`config.mk`:
```
export PLATFORM = sky130hd
export DESIGN_NAME = water_flow_meter_flat
export DESIGN_NICKNAME = d
export VERILOG_FILES = /design/src/rtl/water_flow_meter_pkg.sv /design/src/rtl/water_flow_meter_if.sv /design/src/rtl/flow_pulse_sync.sv /design/src/rtl/water_flow_meter.sv /design/src/flat_wrapper.sv
export SDC_FILE = /design/constraint.sdc
export NUM_CORES = 1
export LEC_CHECK = 0
export CAP_MARGIN = 20
export CORE_MARGIN = 8
export CORE_UTILIZATION = 40
export CTS_BUF_LIST = sky130_fd_sc_hd__clkbuf_8
export CTS_CLUSTER_SIZE = 12
export DETAILED_ROUTE_END_ITERATION = 12
export GPL_TIMING_DRIVEN = 0
export SYNTH_ARGS = -nofsm -noshare
export SYNTH_HDL_FRONTEND = slang
export SYNTH_HIERARCHICAL = 1
export SYNTH_SLANG_ARGS = --single-unit
```
`constraint.sdc`:
```
create_clock -name clock -period 3.5 [get_ports clock]
set_input_delay 0.35 -clock clock [delete_from_list [all_inputs] [get_ports clock]]
set_output_delay 0.35 -clock clock [all_outputs]
set_load 0.02 [all_outputs]
```
`src/rtl/water_flow_meter_pkg.sv`:
```
// water_dispenser_pkg: shared types and constants for the water dispenser blocks.
//   state_t           : FSM state encoding (IDLE=0, MEASURING=1, DONE=2, FAULT=3)
//   volume_t          : millilitre quantity, MEASURED_ML_WIDTH bits
//   target_is_valid() : true for a dispensable volume (1..MAXIMUM_VOLUME_IN_ML)
package water_dispenser_pkg;

    localparam int CLOCK_PERIOD_IN_NS   = 20;
    localparam int MAXIMUM_VOLUME_IN_ML = 9999;
    localparam int MEASURED_ML_WIDTH    = 14;
    localparam int PRESCALER_WIDTH      = 8;
    localparam int TIMEOUT_WIDTH        = 32;

    typedef enum logic [1:0] {
        IDLE      = 2'd0,
        MEASURING = 2'd1,
        DONE      = 2'd2,
        FAULT     = 2'd3
    } state_t;

    typedef logic [MEASURED_ML_WIDTH-1:0] volume_t;

    function automatic logic target_is_valid(input volume_t target);
        return (target != '0) && (target <= volume_t'(MAXIMUM_VOLUME_IN_ML));
    endfunction

endpackage

```
`src/rtl/water_flow_meter_if.sv`:
```
// water_flow_meter_if: control/status bundle between a dispenser controller and the flow meter.
//   master : drives start, target_ml, abort, flow_pulse; observes the meter status
//   slave  : the meter; observes the requests, drives valve_open, measured_ml, busy, done, fault, state
interface water_flow_meter_if;
    import water_dispenser_pkg::*;

    logic    start;
    volume_t target_ml;
    logic    abort;
    logic    flow_pulse;
    logic    valve_open;
    volume_t measured_ml;
    logic    busy;
    logic    done;
    logic    fault;
    state_t  state;

    modport master (
        output start, target_ml, abort, flow_pulse,
        input  valve_open, measured_ml, busy, done, fault, state
    );

    modport slave (
        input  start, target_ml, abort, flow_pulse,
        output valve_open, measured_ml, busy, done, fault, state
    );

endinterface

```
`src/rtl/flow_pulse_sync.sv`:
```
// flow_pulse_sync: brings the asynchronous flow-sensor pulse into the clock domain and strobes its rising edges.
//   clock                : system clock
//   reset                : asynchronous active-high reset
//   pulse_in             : raw sensor output, asynchronous to clock
//   rising_edge_detected : one-cycle strobe per accepted rising edge, high after the third edge that saw pulse_in high
module flow_pulse_sync (
    input  logic clock,
    input  logic reset,
    input  logic pulse_in,
    output logic rising_edge_detected
);

    logic meta;
    logic synced;
    logic previous;
    logic level;

    // level only follows synced once two consecutive samples agree, so a
    // single-cycle glitch in either direction never produces a strobe.
    always_ff @(posedge clock or posedge reset) begin
        if (reset) begin
            meta     <= 1'b0;
            synced   <= 1'b0;
            previous <= 1'b0;
            level    <= 1'b0;
        end else begin
            meta     <= pulse_in;
            synced   <= meta;
            previous <= synced;
            if (synced == previous)
                level <= synced;
        end
    end

    assign rising_edge_detected = synced & previous & ~level;

endmodule

```
`src/rtl/water_flow_meter.sv`:
```
// water_flow_meter: meters a requested volume by counting flow-sensor pulses and drives the dispense valve.
//   clock : system clock (20 ns)
//   reset : asynchronous active-high reset, closes the valve immediately
//   bus   : slave side of water_flow_meter_if (start/target_ml/abort/flow_pulse in;
//           valve_open/measured_ml/busy/done/fault/state out, all registered)
module water_flow_meter
    import water_dispenser_pkg::*;
#(
    parameter int PULSES_PER_ML  = 4,
    parameter int TIMEOUT_CYCLES = 50000000
) (
    input logic               clock,
    input logic               reset,
    water_flow_meter_if.slave bus
);

    localparam logic [PRESCALER_WIDTH-1:0] PRESCALER_LAST = PRESCALER_WIDTH'(PULSES_PER_ML - 1);
    localparam logic [TIMEOUT_WIDTH-1:0]   TIMEOUT_LAST   = TIMEOUT_WIDTH'(TIMEOUT_CYCLES - 1);

    logic                       flow_edge;
    logic [PRESCALER_WIDTH-1:0] prescaler;
    logic [TIMEOUT_WIDTH-1:0]   timeout_count;
    volume_t                    target;
    volume_t                    next_ml;

    flow_pulse_sync u_sync (
        .clock                (clock),
        .reset                (reset),
        .pulse_in             (bus.flow_pulse),
        .rising_edge_detected (flow_edge)
    );

    assign next_ml = bus.measured_ml + volume_t'(1);

    // Status outputs are written alongside every state change so they always
    // reflect the state register and never depend combinationally on inputs.
    always_ff @(posedge clock or posedge reset) begin
        if (reset) begin
            bus.state       <= IDLE;
            bus.measured_ml <= '0;
            bus.valve_open  <= 1'b0;
            bus.busy        <= 1'b0;
            bus.done        <= 1'b0;
            bus.fault       <= 1'b0;
            target          <= '0;
            prescaler       <= '0;
            timeout_count   <= '0;
        end else begin
            bus.done <= 1'b0;
            case (bus.state)
                IDLE: begin
                    if (bus.start && target_is_valid(bus.target_ml)) begin
                        target          <= bus.target_ml;
                        bus.measured_ml <= '0;
                        prescaler       <= '0;
                        timeout_count   <= '0;
                        bus.state       <= MEASURING;
                        bus.valve_open  <= 1'b1;
                        bus.busy        <= 1'b1;
                    end
                end
                MEASURING: begin
                    if (bus.abort) begin
                        bus.state      <= IDLE;
                        bus.valve_open <= 1'b0;
                        bus.busy       <= 1'b0;
                    end else if (flow_edge) begin
                        timeout_count <= '0;
                        if (prescaler == PRESCALER_LAST) begin
                            prescaler       <= '0;
                            bus.measured_ml <= next_ml;
                            if (next_ml == target) begin
                                bus.state      <= DONE;
                                bus.valve_open <= 1'b0;
                                bus.busy       <= 1'b0;
                                bus.done       <= 1'b1;
                            end
                        end else begin
                            prescaler <= prescaler + 1'b1;
                        end
                    end else if (timeout_count == TIMEOUT_LAST) begin
                        bus.state      <= FAULT;
                        bus.valve_open <= 1'b0;
                        bus.busy       <= 1'b0;
                        bus.fault      <= 1'b1;
                    end else begin
                        timeout_count <= timeout_count + 1'b1;
                    end
                end
                DONE: begin
                    bus.state <= IDLE;
                end
                FAULT: begin
                    if (bus.abort) begin
                        bus.state <= IDLE;
                        bus.fault <= 1'b0;
                    end
                end
                default: begin
                    bus.state <= IDLE;
                end
            endcase
        end
    end

endmodule

```
`src/flat_wrapper.sv`:
```
// flat-port wrapper written by rule: the top's interface ports become plain ports
module water_flow_meter_flat import water_dispenser_pkg::*;
#(
    parameter int PULSES_PER_ML  = 4,
    parameter int TIMEOUT_CYCLES = 50000000
)
  (clock, reset, bus_start, bus_target_ml, bus_abort, bus_flow_pulse, bus_valve_open, bus_measured_ml, bus_busy, bus_done, bus_fault, bus_state);
  water_flow_meter_if bus_i ();
  input logic clock;
  input logic reset;
  input wire logic [$bits(bus_i.start)-1:0] bus_start;
  input wire logic [$bits(bus_i.target_ml)-1:0] bus_target_ml;
  input wire logic [$bits(bus_i.abort)-1:0] bus_abort;
  input wire logic [$bits(bus_i.flow_pulse)-1:0] bus_flow_pulse;
  output wire logic [$bits(bus_i.valve_open)-1:0] bus_valve_open;
  output wire logic [$bits(bus_i.measured_ml)-1:0] bus_measured_ml;
  output wire logic [$bits(bus_i.busy)-1:0] bus_busy;
  output wire logic [$bits(bus_i.done)-1:0] bus_done;
  output wire logic [$bits(bus_i.fault)-1:0] bus_fault;
  output wire logic [$bits(bus_i.state)-1:0] bus_state;
  assign bus_i.start = bus_start;
  assign bus_i.target_ml = bus_target_ml;
  assign bus_i.abort = bus_abort;
  assign bus_i.flow_pulse = bus_flow_pulse;
  assign bus_valve_open = bus_i.valve_open;
  assign bus_measured_ml = bus_i.measured_ml;
  assign bus_busy = bus_i.busy;
  assign bus_done = bus_i.done;
  assign bus_fault = bus_i.fault;
  assign bus_state = bus_i.state;
  water_flow_meter #(.PULSES_PER_ML(PULSES_PER_ML), .TIMEOUT_CYCLES(TIMEOUT_CYCLES)) u_core (.clock(clock), .reset(reset), .bus(bus_i));
endmodule
```
==> out/results.ini, run 1 <==
[status]
status = complete, no violations

[setup_path]
reg2reg_from = u_core/bus.measured_ml[0]
endpoint_kind = flip-flop
cpPeakStageDelay_ns = 0.66
crit_path_frequent_cell = clkbuf_1
critical_path_arrival_ns = 3.57
cp_num_buf_inv = 3
path_max_fanout = 10
worstPathCellList = clkdlybuf4s50_1 -> or4_1 -> or4_4 -> o2111ai_1 -> a21o_1 -> clkbuf_1 -> clkbuf_1 -> o21ai_0 -> o41ai_1
critical_path.top_delay_family = buffers and inverters
path_class = input port to flip-flop
critPathSlowestCell = or4_1
startpoint_type = input port
r2r_cells = 8
r2r_slack_ns = 0.34
critPathRequiredTime_ns = 3.73
regToRegEndpoint = u_core/bus.busy

[power]
peakVddDrop_uv = 281
pwr-share-comb_pct = 16.8
cellPowerDensity_nw_per_um2 = 407
switching_share_pct = 30.7
leakagePower_nw = 2.00
p_clk_share_pct = 34.7
p_switching_w = 0.000648
p_seq_share_pct = 48.5
p_int_w = 0.00146

[finish]
utilization_pct = 48.2
final_cell_mix = dfrtp_1, nand2_1, o21ai_0, clkdlybuf4s50_1
fill_cells = 1046
num-nets-final = 555
layoutNonFillerInstCount = 677
layout_commonest_cell = dfrtp_1
area_delta_synth_final_pct = 18.3
diodes = 0
drive_gt1_share_pct = 8.38

[logic_synthesis]
yosys.area.top_type = dfrtp_1
synth_area_per_cell_um2 = 9.08
syn_area_um2 = 4380
async_flop_share_pct = 100
ys_ff_latch = 77
synth_warnings = 6
yosys-top-cells-area = dfrtp_1, o21ai_0, nand2_1
synthCells = 482
yosys_most_used_dff = dfrtp_1
synthDistinctLibCells = 59
yosys.area.top_type_share_pct = 44.0
ys_seq_area_share_pct = 44.0
synth_edf_count = 0
synthesis.nets = 505

[floorplan]
start_util_pct = 40.7
die_area_um2 = 14500
core_area_um2 = 10700
die_y_um = 121
row_count = 38
die_width_um = 121
pin_count = 39

[place]
dpl.hpwl_um = 9080
globalplace.congestion = 0.873
io_buffers = 38
dp.cells = 661

[routing]
wl_per_cell_um = 18.3
routed_via_density = 5.87
drtAntennaViolNets = 0
firstDrtPassIters = 5
num_vias = 3973
drt_wl_total_um = 12400
drtIter0Drc = 344
drc = 0

[clock_tree]
ctsResizeCount = 0
root_buffer = clkbuf_8
path_clk_slew_ns = 0.10
clk_path_buf_depth = 2
numCtsBuffers = 9
ctsHoldBuffers = 0
clk_latency_ns = 0.38
htreeDepth = 3
cts_sinks = 77
cts_tree = yes
cts_setup_buffers = 0

[global_route]
grt_start_max_net_pins = 50
grt_usage_pct = 17.9
grt_overflow_total = 0
grt_pass1_vias = 3850
antenna_found_initial = 0
grt_first_pass_wirelength_um = 20700

[sta]
hold_viol_final = 0
setup-violations-final = 0
slew_violations = 0
worst_slew_pin_slew_ns = 0.832
slew-limit-headroom_pct = 44.0
min_period_over_period_pct = 95.4
fin_crit_ns = 3.34
setup_tns_ns = 0
whs_ns = 0.228
rsz0062_at_grt = false
max_freq_ghz = 0.299
fin_skew_ns = 0.0144

[hold_path]
hp-class = input port to asynchronous set/reset pin

[run]
cap_violations = 0

cells in the mapped netlist, types with 4 or more instances:
| cell | number |
|---|---|
| dfrtp_1 | 77 |
| nand2_1 | 47 |
| o21ai_0 | 42 |
| a21oi_1 | 29 |
| nand3_1 | 29 |
| nor2_1 | 29 |
| clkbuf_1 | 18 |
| or4_1 | 17 |
| xnor2_1 | 16 |
| inv_1 | 15 |
| or3_1 | 15 |
| mux2_2 | 13 |
| and3_1 | 12 |
| o31ai_1 | 12 |
| nand4_1 | 9 |
| nor3_1 | 8 |
| o41ai_1 | 7 |
| o211ai_1 | 6 |
| xor2_1 | 6 |
| and2_1 | 5 |
| nor4_1 | 5 |
| o2111ai_1 | 5 |
| buf_2 | 4 |
| ha_1 | 4 |
| nor4b_1 | 4 |
metal layers:
layer	GRT usage, %	share of wire, %	up-vias
met3	5.87	6.0	10
met4	4.45	0.81	0
met2	28.2	48	101
met5	0	0	-
met1	23.2	46	1961
li1	-	-	1901
final cells by class:
cell class,count,area (µm²),area share [%]
Multi-Input combinational cell,364,2270,43.9
Sequential cell,77,1930,37.2
Timing Repair Buffer,39,408,7.87
Tap cell,140,175,3.38
Clock buffer,9,124,2.39
Buffer,26,121,2.34
Clock inverter,7,92.6,1.79
Inverter,15,58.8,1.14
power groups by stage:
stage	registers [W]	logic [W]	clock network, W
global placement	0.00104	0.000348	0
floorplan	0.00102	0.000237	0
CTS	0.00102	0.000358	0.000762
global route	0.00103	0.000395	0.000806
detailed placement	0.00104	0.000355	0
finish	0.00102	0.000355	0.000732
cells by family after synthesis:
| family | count (synthesis) | share of synthesized area (%) |
|---|---|---|
| AOI/OAI and AO/OA | 127 | 18.4 |
| xor gates and xnor gates | 22 | 4.40 |
| adders and majority gates | 4 | 1.14 |
| buffers and inverters | 41 | 4.06 |
| DFF | 77 | 44.0 |
| muxes | 16 | 4.14 |
| and+or+nand+nor | 195 | 23.8 |
sequential cells by signal, summed over array words and instances, names as in the netlist:
register / count
u_core/u_sync/synced: 1
u_core/target: 14
u_core/bus.measured_ml: 14
u_core/prescaler: 8
u_core/bus.done: 1
u_core/u_sync/meta: 1
u_core/u_sync/previous: 1
u_core/bus.busy: 1
u_core/timeout_count: 32
u_core/bus.state: 2
u_core/bus.fault: 1
u_core/u_sync/level: 1
worst max-delay path by stage:
stage                                     end  cells after the start               from
global placement    u_core/bus.measured_ml[7]                      9  bus_target_ml[10]
finish              u_core/bus.measured_ml[7]                      9  bus_target_ml[10]
floorplan            u_core/timeout_count[11]                      8   bus_target_ml[6]
global route        u_core/bus.measured_ml[7]                      9  bus_target_ml[10]
CTS                 u_core/bus.measured_ml[7]                      9  bus_target_ml[10]
detailed placement  u_core/bus.measured_ml[7]                      9  bus_target_ml[10]
per-stage QoR:
| step | worst slack [ns] | instance area [µm²] | power [W] |
|---|---|---|---|
| after floorplan | 0.835 | 4380 | 0.00126 |
| after global placement | -0.220 | 4930 | 0.00138 |
| after detailed placement | -0.163 | 4960 | 0.00139 |
| after CTS | 0.220 | 5180 | 0.00214 |
| after global routing | 0.0331 | 5180 | 0.00223 |
| final | 0.160 | 5180 | 0.00211 |
worst register-to-register path: cells and delay by family (launching register included):
family	cells	cell delay (ns)
and+or+nand+nor	3	1.45
AOI/OAI and AO/OA	3	0.55
DFF	1	0.50
adders and majority gates	1	0.32
buffers and inverters	1	0.21
Note: power is estimated with default switching activity, not from simulation.
==> run 2, diff against run 1 <==
--- a/config.mk
+++ b/config.mk
@@ -5,6 +5,7 @@
 export SDC_FILE = /design/constraint.sdc
 export NUM_CORES = 1
 export LEC_CHECK = 0
+export ABC_AREA = 1
 export CAP_MARGIN = 20
 export CORE_MARGIN = 8
 export CORE_UTILIZATION = 40
@@ -12,6 +13,7 @@
 export CTS_CLUSTER_SIZE = 12
 export DETAILED_ROUTE_END_ITERATION = 12
 export GPL_TIMING_DRIVEN = 0
+export PLACE_DENSITY = 0.54
 export SYNTH_ARGS = -nofsm -noshare
 export SYNTH_HDL_FRONTEND = slang
 export SYNTH_HIERARCHICAL = 1
==> out/results.ini, run 2 <==
[setup_path]
worstPathCellList = ha_1 -> nand2_1 -> nor2_1 -> nand2_1 -> nand2_1 -> nand2_1 -> nand2_1 -> nand2_1 -> nor2_1 -> nand3_1 -> o21bai_2 -> nand2_1 -> nand2_1 -> nand2_1
critical_path_arrival_ns = 2.63
crit_path_frequent_cell = nand2_1
path_class = flip-flop to flip-flop
cpPeakStageDelay_ns = 0.46
endpoint_kind = flip-flop
startpoint_type = flip-flop
path_max_fanout = 7
critPathSlowestCell = dfrtp_1
critPathRequiredTime_ns = 3.75

[sta]
setup-violations-final = 0
finalWorstSetupSlack_ns = 1.13
rsz0062_at_grt = false
slew_violations = 0
whs_ns = 0.263
slew-limit-headroom_pct = 51.0
max_freq_ghz = 0.421
worst_slew_pin_slew_ns = 0.734
fin_crit_ns = 2.37
fin_skew_ns = 0.0111
hold_viol_final = 0
min_period_over_period_pct = 67.8

[finish]
fill_cells = 1257
layout_commonest_cell = nand2_1
area_delta_synth_final_pct = 15.9
reg_top3 = u_core/timeout_count: 32 flops, u_core/bus.measured_ml: 14 flops, u_core/target: 14 flops
diodes = 0
utilization_pct = 47.4
final_cell_mix = nand2_1, inv_1, nor2_1, dfrtp_1, nand3_1
drive_gt1_share_pct = 7.41
largest_register_ffs = 32
num-nets-final = 776
regMostFlops = u_core/timeout_count

[logic_synthesis]
synth_warnings = 6
syn_area_um2 = 4910
synth_area_per_cell_um2 = 6.98
synthesis.nets = 726
yosys.area.top_type_share_pct = 39.2
ys_ff_latch = 77
synth_edf_count = 0
yosys_most_used_dff = dfrtp_1
yosysMostFrequentCell = nand2_1
yosys-top-cells-area = dfrtp_1, nand2_1, inv_1
synthDistinctLibCells = 35
yosys.area.top_type = dfrtp_1
synth_common_cells = nand2_1, inv_1, nor2_1, dfrtp_1, nand3_1
synthCells = 703
ys_seq_area_share_pct = 39.2
async_flop_share_pct = 100

[power]
p_switching_w = 0.00139
cellPowerDensity_nw_per_um2 = 564
switching_share_pct = 43.3
pwr-share-comb_pct = 43.4
p_seq_share_pct = 36.1
leakagePower_nw = 2.34
p_clk_share_pct = 20.5
p_int_w = 0.00182
peakVddDrop_uv = 245

[clock_tree]
numCtsBuffers = 9
ctsHoldBuffers = 0
clk_latency_ns = 0.37
root_buffer = clkbuf_8
cts_setup_buffers = 0
clk_path_buf_depth = 2
htreeDepth = 3
cts_tree = yes
cts_sinks = 77
ctsResizeCount = 0
path_clk_slew_ns = 0.08

[floorplan]
start_util_pct = 40.9
die_width_um = 127
die_area_um2 = 16100
row_count = 40
core_area_um2 = 12000
pin_count = 39
die_y_um = 127

[run]
cap_violations = 0

[place]
globalplace.congestion = 0.888
dpl.hpwl_um = 11000
io_buffers = 38
post-place-ws_ns = 0.846

[global_route]
grt_start_max_net_pins = 56
grt_overflow_total = 0
grt_usage_pct = 18.2
antenna_found_initial = 0
grt_first_pass_wirelength_um = 23100
grt_pass1_vias = 4534

[routing]
drt_wl_total_um = 14200
drtIter0Drc = 314
drtAntennaViolNets = 0
num_vias = 4648
firstDrtPassIters = 4
routed_via_density = 5.15
wl_per_cell_um = 15.8
drc = 0

[status]
status = complete, no violations

[hold_path]
hp-class = input port to asynchronous set/reset pin

==> run 2: cells by family after synthesis <==
kind of cell	Yosys count	share of synthesized area [%]
fa+ha+maj	4	1.02
buf+inv	109	9.23
flops	77	39.2
compound gates	76	9.45
simple gates	413	36.8
xor+xnor	24	4.28
==> run 2: final cells by class <==
type	count	area [µm²]	share of cell area, %
multi-input combinational	517	2530	44.5
sequential	77	1930	33.9
timing repair buffer	39	408	7.17
inverter	90	343	6.03
tap	147	184	3.23
clock buffer	13	179	3.15
buffer	19	113	1.98
clock inverter	1	5.00	0.0880
==> run 2: path summary, 6_finish.rpt <==
kind,to,cells past startpoint,from,slack (ns)
min reg2reg,u_core/u_sync/synced,0,u_core/u_sync/meta,0.36
min in group clock,u_core/u_sync/synced,0,u_core/u_sync/meta,0.36
min,u_core/u_sync/meta,2,reset,0.26
max reg2reg,u_core/bus.state[0],14,u_core/bus.measured_ml[0],1.13
max in group asynchronous,u_core/prescaler[5],3,reset,2.60
max,u_core/bus.state[0],14,u_core/bus.measured_ml[0],1.13
==> run 2: per-stage QoR <==
step	TNS (ns)	total power (W)	std cells	area, µm²
after floorplan	0	0.00211	703	4910
after detailed placement	0	0.00258	889	5500
after global routing	0	0.00344	903	5690
final	0	0.00321	903	5690
after global placement	-13.35	0.00257	888	5470
after CTS	0	0.00325	903	5690
==> run 2: per-layer routing <==
layer | global-route usage (%) | up-vias | wire length [µm]
li1 | - | 2363 | -
met1 | 21.8 | 2190 | 6390
met2 | 32.2 | 79 | 7060
met3 | 2.97 | 16 | 500
met4 | 6.93 | 0 | 278
met5 | 0 | - | 0
==> run 2: power by group through the flow <==
stage / Combinational (W) / Sequential [W] / Clock [W]
floorplan: 0.000915 / 0.00119 / 0
global placement: 0.00140 / 0.00117 / 0
detailed placement: 0.00141 / 0.00118 / 0
CTS: 0.00141 / 0.00116 / 0.000682
global route: 0.00155 / 0.00118 / 0.000713
finish: 0.00139 / 0.00116 / 0.000656
==> run 2: critical path, delay by kind of cell, from the launching register on <==
family	cells	cell delay, ns
DFF	1	0.46
AOI/OAI and AO/OA	1	0.23
adders and majority gates	1	0.24
and+or+nand+nor	12	1.32
